<file path="src/rtl/dsp_mac_sequencer_pkg.sv">
// Shared types and OPMODE field encodings for the DSP48A1 MAC sequencer.
// OPMODE layout used here: [1:0] = X mux select, [3:2] = Z mux select, upper bits zero.
package dsp_mac_sequencer_pkg;

    typedef enum logic [1:0] {
        IDLE  = 2'd0,
        ACC   = 2'd1,
        DRAIN = 2'd2
    } state_t;

    localparam logic [1:0] X_M    = 2'b01;
    localparam logic [1:0] Z_ZERO = 2'b00;
    localparam logic [1:0] Z_P    = 2'b10;

    function automatic logic [7:0] make_opmode(input logic [1:0] z, input logic [1:0] x);
        return {4'b0000, z, x};
    endfunction

    localparam logic [7:0] OPM_FIRST_DEF = make_opmode(Z_ZERO, X_M);
    localparam logic [7:0] OPM_ACC_DEF   = make_opmode(Z_P, X_M);

endpackage

</file>
<file path="src/rtl/dsp_valid_pipe.sv">
// Two-stage {valid, first, last} shift register tracking beats through the slice M and P registers.
// Drives ce_m/ce_p and selects OPMODE for the P stage; flush drops everything in flight.
module dsp_valid_pipe
    import dsp_mac_sequencer_pkg::*;
#(
    parameter logic [7:0] OPM_FIRST = OPM_FIRST_DEF,
    parameter logic [7:0] OPM_ACC   = OPM_ACC_DEF
) (
    input  logic       clk,
    input  logic       rst,
    input  logic       flush,
    input  logic       in_v,
    input  logic       in_f,
    input  logic       in_l,
    output logic       ce_m,
    output logic       ce_p,
    output logic [7:0] opmode,
    output logic       l2
);

    logic v1, f1, l1;
    logic v2, f2, l2_q;

    // NOTE: sequential state uses non-blocking assignments so both stages shift on the same edge.
    always_ff @(posedge clk) begin
        if (rst || flush) begin
            v1   <= 1'b0;
            f1   <= 1'b0;
            l1   <= 1'b0;
            v2   <= 1'b0;
            f2   <= 1'b0;
            l2_q <= 1'b0;
        end else begin
            v1   <= in_v;
            f1   <= in_f;
            l1   <= in_l;
            v2   <= v1;
            f2   <= f1;
            l2_q <= l1;
        end
    end

    assign ce_m   = v1;
    assign ce_p   = v2;
    assign l2     = l2_q;
    assign opmode = v2 ? (f2 ? OPM_FIRST : OPM_ACC) : 8'h00;

endmodule

</file>
<file path="src/rtl/dsp_mac_sequencer.sv">
// Sequences a DSP48A1 slice (AREG=BREG=MREG=PREG=1) through an N-term multiply-accumulate.
// Accepts operand beats via valid/ready, drives the slice clock enables/OPMODE, pulses done on the final P.
module dsp_mac_sequencer
    import dsp_mac_sequencer_pkg::*;
#(
    parameter int         LEN_W     = 8,
    parameter logic [7:0] OPM_FIRST = OPM_FIRST_DEF,
    parameter logic [7:0] OPM_ACC   = OPM_ACC_DEF
) (
    input  logic             clk,
    input  logic             rst,
    input  logic             start,
    input  logic [LEN_W-1:0] len,
    input  logic             abort,
    input  logic             in_valid,
    output logic             in_ready,
    output logic             ce_ab,
    output logic             ce_m,
    output logic             ce_p,
    output logic [7:0]       opmode,
    output logic             busy,
    output logic             done
);

    state_t           state;
    logic [LEN_W-1:0] cnt;
    logic             first;
    logic             accept;
    logic             last;
    logic             l2;

    // Ready is combinational so a beat lands in the A/B registers on the same edge it is accepted.
    assign in_ready = (state == ACC) && !abort && !rst;
    assign accept   = in_valid && in_ready;
    assign ce_ab    = accept;
    assign last     = (cnt == LEN_W'(1));
    assign busy     = (state != IDLE);

    always_ff @(posedge clk) begin
        if (rst) begin
            state <= IDLE;
            cnt   <= '0;
            first <= 1'b0;
            done  <= 1'b0;
        end else begin
            done <= 1'b0;
            if (abort) begin
                state <= IDLE;
                cnt   <= '0;
                first <= 1'b0;
            end else begin
                case (state)
                    IDLE: begin
                        if (start && len != '0) begin
                            state <= ACC;
                            cnt   <= len;
                            first <= 1'b1;
                        end
                    end
                    ACC: begin
                        if (accept) begin
                            cnt   <= cnt - LEN_W'(1);
                            first <= 1'b0;
                            if (last) state <= DRAIN;
                        end
                    end
                    DRAIN: begin
                        // The last beat sits in the P-enable stage now; P is final next cycle.
                        if (l2) begin
                            state <= IDLE;
                            done  <= 1'b1;
                        end
                    end
                    default: state <= IDLE;
                endcase
            end
        end
    end

    dsp_valid_pipe #(
        .OPM_FIRST (OPM_FIRST),
        .OPM_ACC   (OPM_ACC)
    ) u_pipe (
        .clk    (clk),
        .rst    (rst),
        .flush  (abort),
        .in_v   (accept),
        .in_f   (first),
        .in_l   (accept && last),
        .ce_m   (ce_m),
        .ce_p   (ce_p),
        .opmode (opmode),
        .l2     (l2)
    );

endmodule

</file>
<file path="config.mk">
export PLATFORM = sky130hd
export DESIGN_NAME = dsp_mac_sequencer
export DESIGN_NICKNAME = d
export VERILOG_FILES = /design/src/rtl/dsp_mac_sequencer_pkg.sv /design/src/rtl/dsp_valid_pipe.sv /design/src/rtl/dsp_mac_sequencer.sv
export SDC_FILE = /design/constraint.sdc
export NUM_CORES = 1
export LEC_CHECK = 0
export BUFFER_PORTS_ARGS = -buffer_cell sky130_fd_sc_hd__buf_2
export CAP_MARGIN = 5
export CORE_AREA = 8 8 58 64
export DETAILED_ROUTE_END_ITERATION = 8
export DIE_AREA = 0 0 66 72
export PLACE_DENSITY = 0.67
export RECOVER_POWER = 100
export SETUP_SLACK_MARGIN = 0.15
export SYNTH_ARGS = -nofsm -noshare
export SYNTH_HDL_FRONTEND = slang
export SYNTH_SLANG_ARGS = --single-unit
</file>
<file path="constraint.sdc">
create_clock -name clk -period 3.95 [get_ports clk]
set_input_delay 0.79 -clock clk [delete_from_list [all_inputs] [get_ports clk]]
set_output_delay 0.79 -clock clk [all_outputs]
set_load 0.02 [all_outputs]
</file>
* Yosys cells after proc, flatten, opt, wreduce, memory -nomap -nowiden
Cells that the tools add are included.
** Operators by class
- Bitwise logic cells :: 1
- Order comparisons :: 0
- Divide/modulo/power cells :: 0
- Shift operators :: 0
- Add/sub/neg operators :: 1
- Multiplexer cells :: 14
- Equal/unequal tests :: 7
- $mul :: 0
- Reduce and logical (&&, ||, !) cells :: 16
** Operators by type and width (count)
- $mux W8 :: 3
- $pmux W8 S2 :: 1
- $eq A8 B1 Y1 const B :: 1
- $mux W2 :: 4
- $reduce_bool A8 Y1 :: 1
- $sub A8 B1 Y8 const B :: 1
- $ne A2 B2 Y1 const B :: 3
- $pmux W2 S3 :: 1
- $logic_and A1 B1 Y1 :: 5
- $mux W4 :: 1
- $reduce_and A4 Y1 :: 1
- $reduce_bool A2 Y1 :: 2
- $mux W1 :: 3
- $reduce_and A3 Y1 :: 1
- $reduce_or A3 Y1 :: 1
- $eq A2 B1 Y1 const B :: 1
- $eq A2 B2 Y1 const B :: 1
- $logic_not A1 Y1 :: 2
- $logic_not A2 Y1 :: 1
- $ne A2 B1 Y1 const B :: 1
- $pmux W1 S2 :: 1
- $reduce_or A2 Y1 :: 1
- $logic_or A1 B1 Y1 :: 1
- $not A1 Y1 :: 1
** Word-level totals
- Output and inout bits :: 14
- Bits in writable memories :: 0
- Logic and storage cells :: 49
- Bits in latches :: 0
- Input bits :: 13
- Memories :: 0
- Bits in registers :: 18
- Bits in read-only memories :: 0

* Logic depth before layout (Yosys ltp)
- Word-level depth :: 6
- Gate-level depth with buffers :: 6
- Depth with buffers taken out :: 6

* Hierarchy
Synthesis repeated with hierarchy kept, for this count alone.
** Second synthesis, totals
- Cell total of the unflattened synthesis :: 120
- Area total of the unflattened synthesis :: 1049.8 µm²
** Modules (own cells, without submodules)
- dsp_mac_sequencer :: seq. area each 240.2 µm², instances 1, area an instance 822.0 µm², cells each 99
- dsp_valid_pipe :: seq. area each 120.1 µm², instances 1, area an instance 227.7 µm², cells each 21

* Least setup slack after synthesis
No wires, ideal clock.
- Kind :: input port to output port
- Start :: input abort
- End :: output in_ready
- Setup slack :: 1.677 ns
- Arrival time :: 1.483 ns
- Stages on the path :: 3
- Data required time :: 3.160 ns
- Buffers on the path :: 1
- Cells stage by stage :: or2_1 -> buf_1 -> nor2_1
** On the way
- Word-level cells in the longest chain between the ends :: 3
** Ends and longest elaborated chain
- start, declared :: line dsp_mac_sequencer.sv:14 : input logic abort,
- $logic_not A1 Y1 :: line dsp_mac_sequencer.sv:33 : assign in_ready = (state == ACC) && !abort && !rst;
- $logic_and A1 B1 Y1 (2 in a row) :: line dsp_mac_sequencer.sv:33
- end, declared :: line dsp_mac_sequencer.sv:16 : output logic in_ready,
No other way between the ends.

* Final worst setup path
- Start :: input abort
- End :: output ce_ab
** On the way
- Word-level cells in the longest chain between the ends :: 4
** Ends and longest elaborated chain
- $logic_not A1 Y1 :: line dsp_mac_sequencer.sv:33
- $logic_and A1 B1 Y1 (2 in a row) :: line dsp_mac_sequencer.sv:33
- $logic_and A1 B1 Y1 :: line dsp_mac_sequencer.sv:34 : assign accept = in_valid && in_ready;
- end, declared :: line dsp_mac_sequencer.sv:17 : output logic ce_ab,
No other way between the ends.

==> qor.txt <==
status = complete, no violations
Synth cell types = 44
fmax = 0.3326 GHz
GRT Util Overall = 9.903%
# nets final = 146
Synth Area in Simple Gates = 28.91%
register area share after synthesis = 35.42%
WS Path Type = input pin to primary output
Post-Synth XOR/XNOR Area = 0%
Cell Rows = 20
io pins = 27
fin area = 1131 sq um
largest net degree at the start of global routing = 17
Initial Util = 37.64%
Hold Path Class = register to register
CTS sink count = 18
first-pass GRT wire length = 3850 um
hold_ws = 434.0 ps
worst-margin pin slew = 668.5 ps
Slew HR = 55.43%
Skew-Pair Late Insertion Delay = 290 ps
post-detail-place hpwl = 1784 um
post-synthesis compound-gate area fraction = 24.23%
DRC = 0
drt first pass iters = 4
Worst VDD drop = 0.0001551 V
PwrDens = 330.2 nW/um^2
Initial DRC Count = 33
CTS buffer count = 3
post-cts sizing count = 0
area share of fa/ha/maj cells after synthesis = 2.460%
CTS tree = yes
total wire length = 2295 um
Setup Viol. Count Final = 0
Vias/cell = 5.429
DR vias = 885
die footprint = 4752 sq um
Area growth syn-to-layout = 11.19%
CP required = 3160 ps
fin crit share = 76.12%
postcts setup bufs = 0
top post-synthesis cells by area = dfxtp_1, buf_4, a21oi_1
Hold Violations, Final = 0
TNS Setup = 0 ps
largest family of logic cells by synthesized area = simple AND/OR/NAND/NOR gates
antenna violations before repair = 0
Die Wd = 66 um
P_leak = 0.4560 nW
port bufs = 20
Clock Tree Root = clkbuf_4
H-tree depth = 1
Wirelength per Cell = 14.08 um
grt ovf = 0
Final Max Slew Viols = 0
Synth Area per Inst = 9.164 sq um
Netlist Area Pre-Place = 1017 sq um
Post-Syn Instances = 111
clock skew = 8.625 ps
Worst Setup End Kind = primary output
Max Cap Violations = 0
Arr. time, crit path = 2220 ps
clock-pin slew on the worst setup and hold paths = 110 ps
Ant. Diodes = 0
CORE AREA = 2703 sq um
cts hold-fix bufs = 0
PnR Total Power = 373.5 uW
Yosys top cell area share = 35.42%
post-synthesis mux area share = 0%
area post-placement = 1115 sq um
cell taking the most area after synthesis = dfxtp_1
Die Ht = 72 um
synth warn = 0
min cycle time layout = 3007 ps
Crit Path Max Fanout = 15
Placer Congestion = 0.8394
Worst setup SP type = input pin
Bufs on Longest Clock Path = 2
number of global-route vias before repair = 887
Seq cells post-synth = 18
RSZ-0062 raised after global routing = false
Routed Antenna Nets = 0
layout cells sized above 1 = 20.00%
[cell usage after synthesis]
cell and number:
dfxtp_1 18, a21oi_1 9, nand2_1 9, nor2_1 8, buf_4 7, and2_1 5, a32o_1 4, o22ai_1 4
inv_1 3, nand2b_1 3, a22o_1 2, buf_2 2, ha_1 2, nand3_1 2, nor3_1 2, nor3b_1 2
nor4_4 2, a211o_1 1, a211oi_1 1, a211oi_2 1, a21o_1 1, a221oi_1 1, a221oi_2 1, a2bb2oi_1 1
and2b_4 1, and4b_1 1, buf_1 1, clkbuf_1 1, conb_1 1, inv_4 1, nand2b_4 1, nand3_4 1
nor2b_1 1, nor3_2 1, nor4_2 1, nor4bb_1 1, o211a_1 1, o21a_1 1, o21bai_1 1, o221ai_1 1
o31ai_1 1, o32ai_1 1, or2_1 1, or2_2 1
[power by group]
group / internal, mW / switching, mW / leakage, nW / total (mW)
combinational: 0.0259 / 0.0421 / 0.289 / 0.0680
clock: 0.0561 / 0.0584 / 0.0210 / 0.115
sequential: 0.186 / 0.00473 / 0.146 / 0.191
total: 0.268 / 0.105 / 0.456 / 0.373
[path summary, 6_finish.rpt]
kind / startpoint / endpoint / slack, ps / cells past startpoint
max: abort / ce_ab / 940 / 6
min: u_pipe.l1$_SDFF_PP0_ / u_pipe.l2$_SDFF_PP0_ / 430 / 1
max reg2reg: cnt[0]$_SDFFE_PP0P_ / cnt[6]$_SDFFE_PP0P_ / 2170 / 6
min reg2reg: u_pipe.l1$_SDFF_PP0_ / u_pipe.l2$_SDFF_PP0_ / 430 / 1
[metrics by stage]
step / std cells / util [%] / worst slack, ps
global placement: 159 / 41.25 / 1524
detailed placement: 159 / 41.25 / 1500
floorplan: 116 / - / 1677
CTS: 163 / 42.59 / 1498
finish: 163 / 41.85 / 943.3
global route: 163 / 41.85 / 775.4
[cell type report]
class	instances	area, sq um
well taps	33	41.29
inverters	4	16.27
multi-input cells	83	583.1
clock buffers	4	36.28
repair buffers	21	93.84
fillers	287	1572
flip-flops and latches	18	360.3
[logic make-up after synthesis]
logic type               after synthesis
flip-flops                            18
AND/OR/NAND/NOR                       43
other                                  1
adder cells (fa/ha/maj)                2
buffers and inverters                 15
AO/OA/AOI/OAI                         32
[per-layer routing]
layer  share of wire [%]  routed length (um)  vias up  global-route usage, %
li1                    -                   -      433                      -
met1                  44                1003      415                  11.36
met2                  47                1084       35                  16.59
met3                 8.4                 192        2                  2.465
met4                0.61                  14        0                  4.751
met5                   0                   0        -                      0
[critical path, stage by stage]
cell,delay [ps]
buf_2,100
nor2_1,90
clkbuf_1,520
nand3_4,210
clkinvlp_2,240
clkbuf_1,260
[state kept, by name, indices dropped and copies added (netlist names)]
register	cells
cnt	8
state	2
done	1
first	1
u_pipe.ce_m	1
u_pipe.ce_p	1
u_pipe.f1	1
u_pipe.f2	1
u_pipe.l1	1
u_pipe.l2	1
[placed cells by master (no fill, tap or decap), types with 2 or more instances in the layout]
cell type  instances
clkbuf_1           9
and2_0             2
nor3_1             3
buf_2             12
nand2b_1           3
clkbuf_4           3
nand3_1            2
a22o_1             2
and2_1             3
nor3b_1            2
dfxtp_1           18
o22ai_1            4
nor4_4             2
a32o_1             4
nand2_1            9
conb_1             6
a21oi_1            9
ha_1               2
inv_1              3
nor2_1             8
Power figures use the tool's default switching activity.
